### config.mk
export PLATFORM = sky130hd
export DESIGN_NAME = seg_chase_sequencer
export DESIGN_NICKNAME = d
export VERILOG_FILES = /design/src/rtl/seg_chase_pkg.sv /design/src/rtl/seg_pattern_rom.sv /design/src/rtl/seg_chase_sequencer.sv
export SDC_FILE = /design/constraint.sdc
export NUM_CORES = 1
export LEC_CHECK = 0
export CAP_MARGIN = 20
export CORE_MARGIN = 2
export CORE_UTILIZATION = 64
export CTS_CLUSTER_SIZE = 24
export DETAILED_ROUTE_END_ITERATION = 10
export GPL_ROUTABILITY_DRIVEN = 0
export PLACE_DENSITY = 0.85
export SYNTH_ARGS = -nofsm -noshare
export SYNTH_HDL_FRONTEND = slang
export SYNTH_SLANG_ARGS = --single-unit
### constraint.sdc
create_clock -name clk -period 5.3 [get_ports clk]
set_clock_uncertainty 0.1 [all_clocks]
set_input_delay 0.53 -clock clk [delete_from_list [all_inputs] [get_ports clk]]
set_output_delay 0.53 -clock clk [all_outputs]
set_load 0.01 [all_outputs]
### src/rtl/seg_chase_pkg.sv
// ============================================================================
// Module : seg_chase_pkg
// Brief  : Segment indices, pattern ids/lengths and FSM encoding for the
//          7-segment chase sequencer.
// Rev    : 1.0
// ============================================================================
`default_nettype none

package seg_chase_pkg;

    localparam logic [2:0] SEG_A = 3'd0;
    localparam logic [2:0] SEG_B = 3'd1;
    localparam logic [2:0] SEG_C = 3'd2;
    localparam logic [2:0] SEG_D = 3'd3;
    localparam logic [2:0] SEG_E = 3'd4;
    localparam logic [2:0] SEG_F = 3'd5;
    localparam logic [2:0] SEG_G = 3'd6;

    localparam logic [1:0] PAT_FIG8   = 2'd0;
    localparam logic [1:0] PAT_CIRCLE = 2'd1;
    localparam logic [1:0] PAT_BOUNCE = 2'd2;
    localparam logic [1:0] PAT_FLASH  = 2'd3;

    localparam logic [3:0] LEN_FIG8   = 4'd8;
    localparam logic [3:0] LEN_CIRCLE = 4'd6;
    localparam logic [3:0] LEN_BOUNCE = 4'd4;
    localparam logic [3:0] LEN_FLASH  = 4'd1;

    typedef enum logic [1:0] {
        ST_IDLE   = 2'd0,
        ST_RUN    = 2'd1,
        ST_PAUSED = 2'd2
    } state_t;

    function automatic logic [3:0] pattern_len(input logic [1:0] pat);
        logic [3:0] len;
        case (pat)
            PAT_FIG8:   len = LEN_FIG8;
            PAT_CIRCLE: len = LEN_CIRCLE;
            PAT_BOUNCE: len = LEN_BOUNCE;
            default:    len = LEN_FLASH;
        endcase
        return len;
    endfunction

endpackage

`default_nettype wire

### src/rtl/seg_pattern_rom.sv
// ============================================================================
// Module : seg_pattern_rom
// Brief  : Combinational pattern table: (pattern, position) -> segment index,
//          load mask and pattern length.
// Rev    : 1.0
// ============================================================================
`default_nettype none

module seg_pattern_rom
    import seg_chase_pkg::*;
#(
    parameter int NUM_SEGMENTS = 7
) (
    input  logic [1:0]              pattern_sel,
    input  logic [2:0]              pos,
    output logic [2:0]              seg_index,
    output logic [NUM_SEGMENTS-1:0] seg_mask,
    output logic [3:0]              pat_len
);

    always_comb begin
        seg_index = SEG_A;
        case (pattern_sel)
            PAT_FIG8: begin
                case (pos)
                    3'd0:    seg_index = SEG_A;
                    3'd1:    seg_index = SEG_B;
                    3'd2:    seg_index = SEG_G;
                    3'd3:    seg_index = SEG_E;
                    3'd4:    seg_index = SEG_D;
                    3'd5:    seg_index = SEG_C;
                    3'd6:    seg_index = SEG_G;
                    default: seg_index = SEG_F;
                endcase
            end
            PAT_CIRCLE: begin
                case (pos)
                    3'd1:    seg_index = SEG_B;
                    3'd2:    seg_index = SEG_C;
                    3'd3:    seg_index = SEG_D;
                    3'd4:    seg_index = SEG_E;
                    3'd5:    seg_index = SEG_F;
                    default: seg_index = SEG_A;
                endcase
            end
            PAT_BOUNCE: begin
                case (pos)
                    3'd1:    seg_index = SEG_G;
                    3'd2:    seg_index = SEG_D;
                    3'd3:    seg_index = SEG_G;
                    default: seg_index = SEG_A;
                endcase
            end
            default: seg_index = SEG_A;
        endcase
    end

    // Flash lights every segment at once; all other patterns are one-hot.
    assign seg_mask = (pattern_sel == PAT_FLASH) ? {NUM_SEGMENTS{1'b1}}
                    : ({{(NUM_SEGMENTS-1){1'b0}}, 1'b1} << seg_index);

    assign pat_len = pattern_len(pattern_sel);

endmodule

`default_nettype wire

### src/rtl/seg_chase_sequencer.sv
// ============================================================================
// Module : seg_chase_sequencer
// Brief  : Step timer, pattern position, pause FSM and load/fade strobes for
//          the 7-segment PWM fade engine.
// Rev    : 1.0
// ============================================================================
`default_nettype none

module seg_chase_sequencer
    import seg_chase_pkg::*;
#(
    parameter int COUNTER_WIDTH      = 22,
    parameter int FADE_COUNTER_WIDTH = 20,
    parameter int NUM_SEGMENTS       = 7
) (
    input  logic                    clk,
    input  logic                    reset_n,
    input  logic [2:0]              speed,
    input  logic                    direction,
    input  logic [1:0]              pattern_sel,
    input  logic                    pause,
    output logic [NUM_SEGMENTS-1:0] seg_load,
    output logic [2:0]              seg_index,
    output logic                    step_strobe,
    output logic                    fade_tick
);

    state_t                        state_q, state_d;
    logic [2:0]                    speed_q, speed_d;
    logic                          dir_q, dir_d;
    logic [1:0]                    pattern_q, pattern_d;
    logic                          pause_q, pause_d;
    logic [1:0]                    cur_pat_q, cur_pat_d;
    logic [2:0]                    pos_q, pos_d;
    logic [COUNTER_WIDTH-1:0]      timer_q, timer_d;
    logic [FADE_COUNTER_WIDTH-1:0] fade_cnt_q, fade_cnt_d;
    logic                          strobe_q, strobe_d;
    logic                          fade_tick_q, fade_tick_d;

    logic [COUNTER_WIDTH-1:0]      w_limit;
    logic [2:0]                    w_rom_index;
    logic [NUM_SEGMENTS-1:0]       w_rom_mask;
    logic [3:0]                    w_rom_len;
    logic [2:0]                    w_last;
    logic [2:0]                    w_pos_fwd;
    logic [2:0]                    w_pos_bwd;

    // The ROM always reflects the live position, so seg_index is held
    // between steps and changes together with the load strobe.
    seg_pattern_rom #(
        .NUM_SEGMENTS (NUM_SEGMENTS)
    ) u_rom (
        .pattern_sel (cur_pat_q),
        .pos         (pos_q),
        .seg_index   (w_rom_index),
        .seg_mask    (w_rom_mask),
        .pat_len     (w_rom_len)
    );

    assign w_limit   = {speed_q, {(COUNTER_WIDTH-3){1'b1}}};
    assign w_last    = 3'(w_rom_len - 4'd1);
    assign w_pos_fwd = (pos_q == w_last) ? 3'd0 : pos_q + 3'd1;
    assign w_pos_bwd = (pos_q == 3'd0) ? w_last : pos_q - 3'd1;

    always_comb begin
        state_d     = state_q;
        speed_d     = speed;
        dir_d       = direction;
        pattern_d   = pattern_sel;
        pause_d     = pause;
        cur_pat_d   = cur_pat_q;
        pos_d       = pos_q;
        timer_d     = timer_q;
        strobe_d    = 1'b0;
        fade_cnt_d  = fade_cnt_q + 1'b1;
        fade_tick_d = &fade_cnt_q;

        case (state_q)
            ST_IDLE: begin
                state_d  = ST_RUN;
                strobe_d = 1'b1;
                timer_d  = '0;
                pos_d    = 3'd0;
            end
            ST_RUN, ST_PAUSED: begin
                state_d = pause_q ? ST_PAUSED : ST_RUN;
                // Leaving PAUSED counts on the same edge, so the timer
                // simply runs on every cycle where pause_q is low.
                if (!pause_q) begin
                    // >= rather than == so a speed drop below the current
                    // count steps at once instead of wrapping the timer.
                    if (timer_q >= w_limit) begin
                        timer_d  = '0;
                        strobe_d = 1'b1;
                        if (pattern_q != cur_pat_q) begin
                            cur_pat_d = pattern_q;
                            pos_d     = 3'd0;
                        end else begin
                            pos_d = dir_q ? w_pos_fwd : w_pos_bwd;
                        end
                    end else begin
                        timer_d = timer_q + 1'b1;
                    end
                end
            end
            default: state_d = ST_IDLE;
        endcase
    end

    always_ff @(posedge clk or negedge reset_n) begin
        if (!reset_n) begin
            state_q     <= ST_IDLE;
            speed_q     <= '0;
            dir_q       <= 1'b0;
            pattern_q   <= '0;
            pause_q     <= 1'b0;
            cur_pat_q   <= PAT_FIG8;
            pos_q       <= '0;
            timer_q     <= '0;
            fade_cnt_q  <= '0;
            strobe_q    <= 1'b0;
            fade_tick_q <= 1'b0;
        end else begin
            state_q     <= state_d;
            speed_q     <= speed_d;
            dir_q       <= dir_d;
            pattern_q   <= pattern_d;
            pause_q     <= pause_d;
            cur_pat_q   <= cur_pat_d;
            pos_q       <= pos_d;
            timer_q     <= timer_d;
            fade_cnt_q  <= fade_cnt_d;
            strobe_q    <= strobe_d;
            fade_tick_q <= fade_tick_d;
        end
    end

    assign seg_load    = strobe_q ? w_rom_mask : '0;
    assign seg_index   = w_rom_index;
    assign step_strobe = strobe_q;
    assign fade_tick   = fade_tick_q;

endmodule

`default_nettype wire

==> results.tsv <==
stage	metric	value	unit
detailed_routing	dr_wl_met2	2920	um
detailed_routing	drt-met1-wl	2830	um
synthesis	synth.avg_cell_area	9.87	um^2
die	die_w	74.9	um
clock_tree	ctsHoldBuffers	0	
die	chipHeight	74.9	um
clock_tree	postCtsSetupBuffers	0	
sta	setup_violations	0	
sta	hold_viol	0	
global_routing	overflow	0	
placed_design	port_buffers	20	
synthesis	synth_warnings	0	
sta	fin_crit_sh	67.2	%
layout	fillCellCount	343	
detailed_routing	route.met3.wl	293	um
power	p_clk_share	32.1	%
synthesis	syn_nets	349	
detailed_routing	viasPerCell	5.93	
layout	post-route-cell-area	3640	um^2
detailed_routing	dr.pass1.iters	4	
flow_run	drv_cap	0	
global_routing	grt_max_degree	59	
die	ios	21	
global_routing	antenna_found_initial	0	
power	leakagePower	1.57	nW
run_status	status	finished, final reports clean	
sta	timing.fmax	281	MHz
critical_path	r2r_cells	7	
clock_tree	cts_tree	done	
layout	drive_above_1_share	9.12	%
clock_tree	root_buffer	clkbuf_8	
clock_tree	path_clk_slew	0.06	ns
clock_tree	cts_buffers	9	
critical_path	critPathLaunchType	flop	
placed_design	post_dp_cell_area	3430	um^2
power	p_int	0.798	mW
global_routing	grt_pass1_vias	2455	
clock_tree	cts.sink_count	58	
detailed_routing	top_layer	met4	
clock_tree	clock_path_buffers	2	
critical_path	critPathMaxFanout	11	
critical_path	worstPathArrival	2.93	ns
power	switching_share	32.7	%
layout	multi_input_area	1640	um^2
layout	final_nets	370	
die	fp-row-count	25	
power	power.switching	0.388	mW
sta	rsz0062_at_grt	no	
power	power_density	326	nW/um^2
clock_tree	htree_levels	3	
detailed_routing	vias	2479	
critical_path	crit_type	flop to primary output	
layout	area_growth	13.0	%
placed_design	place_ws	2.11	ns
power	p_seq_share	42.2	%
synthesis	synth_ff_type	dfrtp_1	
global_routing	grt_usage	25.3	%
die	start_util	67.2	%
synthesis	ys_ff_latch	58	
detailed_routing	drc	0	
detailed_routing	drt_iter0_drc	200	
sta	slew_violations	0	
sta	period_needed	3.56	ns
layout	final-seq-area	1450	um^2
power	comb_power_share	25.7	%
detailed_routing	wl_per_cell	14.7	um
sta	worst_slew_pin_slew	0.727	ns
global_routing	grt_pass1_wl	10800	um
synthesis	synth_area	3220	um^2
layout	final_cell_mix	58 x dfrtp_1, 36 x nand2_1, 22 x nand3_1, 19 x clkdlybuf4s50_1	
placed_design	place_hpwl	4110	um
sta	slew_headroom	51.5	%
layout	final_common_cell	dfrtp_1	
detailed_routing	finalWirelength	6130	um
clock_tree	cts_resized	0	
synthesis	postSynthCellCount	326	
die	core	4790	um^2
clock_tree	clock_latency	0.33	ns
synthesis	synth_async_sr_flop_share	100	%
sta	fin_ws	1.74	ns
detailed_routing	antenna_left	0	
power	ir_worst_vdd	0.220	mV
synthesis	ys_types	53	
critical_path	worstPathRequired	4.67	ns
layout	n_antenna_cell	0	
synthesis	synth_enable_flop_cells	0	
synthesis	seq_area_frac_synth	45.1	%
sta	tns	0	ns
die	dieArea	5610	um^2
critical_path	cp-end-kind	primary output	
min_path	hp-class	input port to asynchronous set/reset pin	
[synth_stat cells, drive strengths merged, types with 6 or more instances]
cell	n	area (um^2)
a21oi	14	73.8
a31oi	18	113
and3	9	56.3
buf	7	52.5
dfrtp	58	1450
ha	14	175
inv	14	52.6
mux2i	7	70.1
nand2	36	135
nand3	22	110
nand4	7	43.8
nor2	14	60.1
nor3	7	40.0
nor4	6	52.6
o21ai	11	55.1
xnor2	18	158
xor2	6	52.6
[power groups by stage]
stage | clock (mW) | combinational, mW | sequential (mW)
global placement | 0 | 0.281 | 0.506
detailed placement | 0 | 0.292 | 0.508
global route | 0.403 | 0.335 | 0.505
finish | 0.381 | 0.305 | 0.500
CTS | 0.386 | 0.291 | 0.500
floorplan | 0 | 0.233 | 0.503
[through the flow]
step / total power, mW / util (%) / hold WS [ns] / cells
3_3_place_gp: 0.787 / 71.7 / 0.354 / 402
2_1_floorplan: 0.736 / - / 0.134 / 326
3_5_place_dp: 0.799 / 71.7 / 0.363 / 402
5_1_grt: 1.24 / 76.0 / 0.313 / 418
6_report: 1.19 / 76.0 / 0.242 / 418
4_1_cts: 1.18 / 75.7 / 0.257 / 417
[sequential cells by signal, indices dropped and copies added, names as in the netlist]
signal       flops
fade_tick        1
pause_q          1
timer_q         22
step_strobe      1
state_q          2
pos_q            3
speed_q          3
fade_cnt_q      20
cur_pat_q        2
dir_q            1
pattern_q        2
[worst max-delay path, stage by stage (launching register included)]
cell             delay (ns)
dfrtp_1                0.54
inv_1                  0.14
ha_1                   0.28
nor2_1                 0.21
nor4_1                 0.08
o31ai_2                0.47
nand2_1                0.09
a211oi_1               0.24
clkdlybuf4s50_1        0.56
[final timing paths]
path	startpoint	to	slack [ns]
setup / recovery	pos_q[1]$_DFFE_PN0P_	seg_load[6]	1.74
hold / removal	reset_n	fade_cnt_q[1]$_DFF_PN0_	0.24
setup reg to reg	timer_q[20]$_DFFE_PN0P_	timer_q[9]$_DFFE_PN0P_	2.97
hold reg to reg	pause_q$_DFF_PN0_	state_q[1]$_DFF_PN0_	0.37
max in group asynchronous	reset_n	timer_q[1]$_DFFE_PN0P_	4.38
min in group clk	pause_q$_DFF_PN0_	state_q[1]$_DFF_PN0_	0.37
[area by class of cell]
class	count	area share, %
inverter	14	1.45
clock buffer	13	4.92
multi-input combinational	242	45.1
sequential	58	39.9
clock inverter	2	0.275
tap	67	2.31
timing repair buffer	22	5.99
[cell families after synthesis]
logic type                 synth area share (%)
AOI/OAI and AO/OA                          15.0
xor gates and xnor gates                   6.53
adders and majority gates                  5.44
buffers and inverters                      3.89
DFF                                        45.1
muxes                                      3.46
and+or+nand+nor                            20.6
[per-layer routing]
metal / vias up / GRT usage (%)
met5: - / 0
met4: 0 / 12.9
met3: 12 / 6.02
met2: 76 / 40.4
met1: 1171 / 32.2
li1: 1220 / -
(Power assumes the default switching activity.)
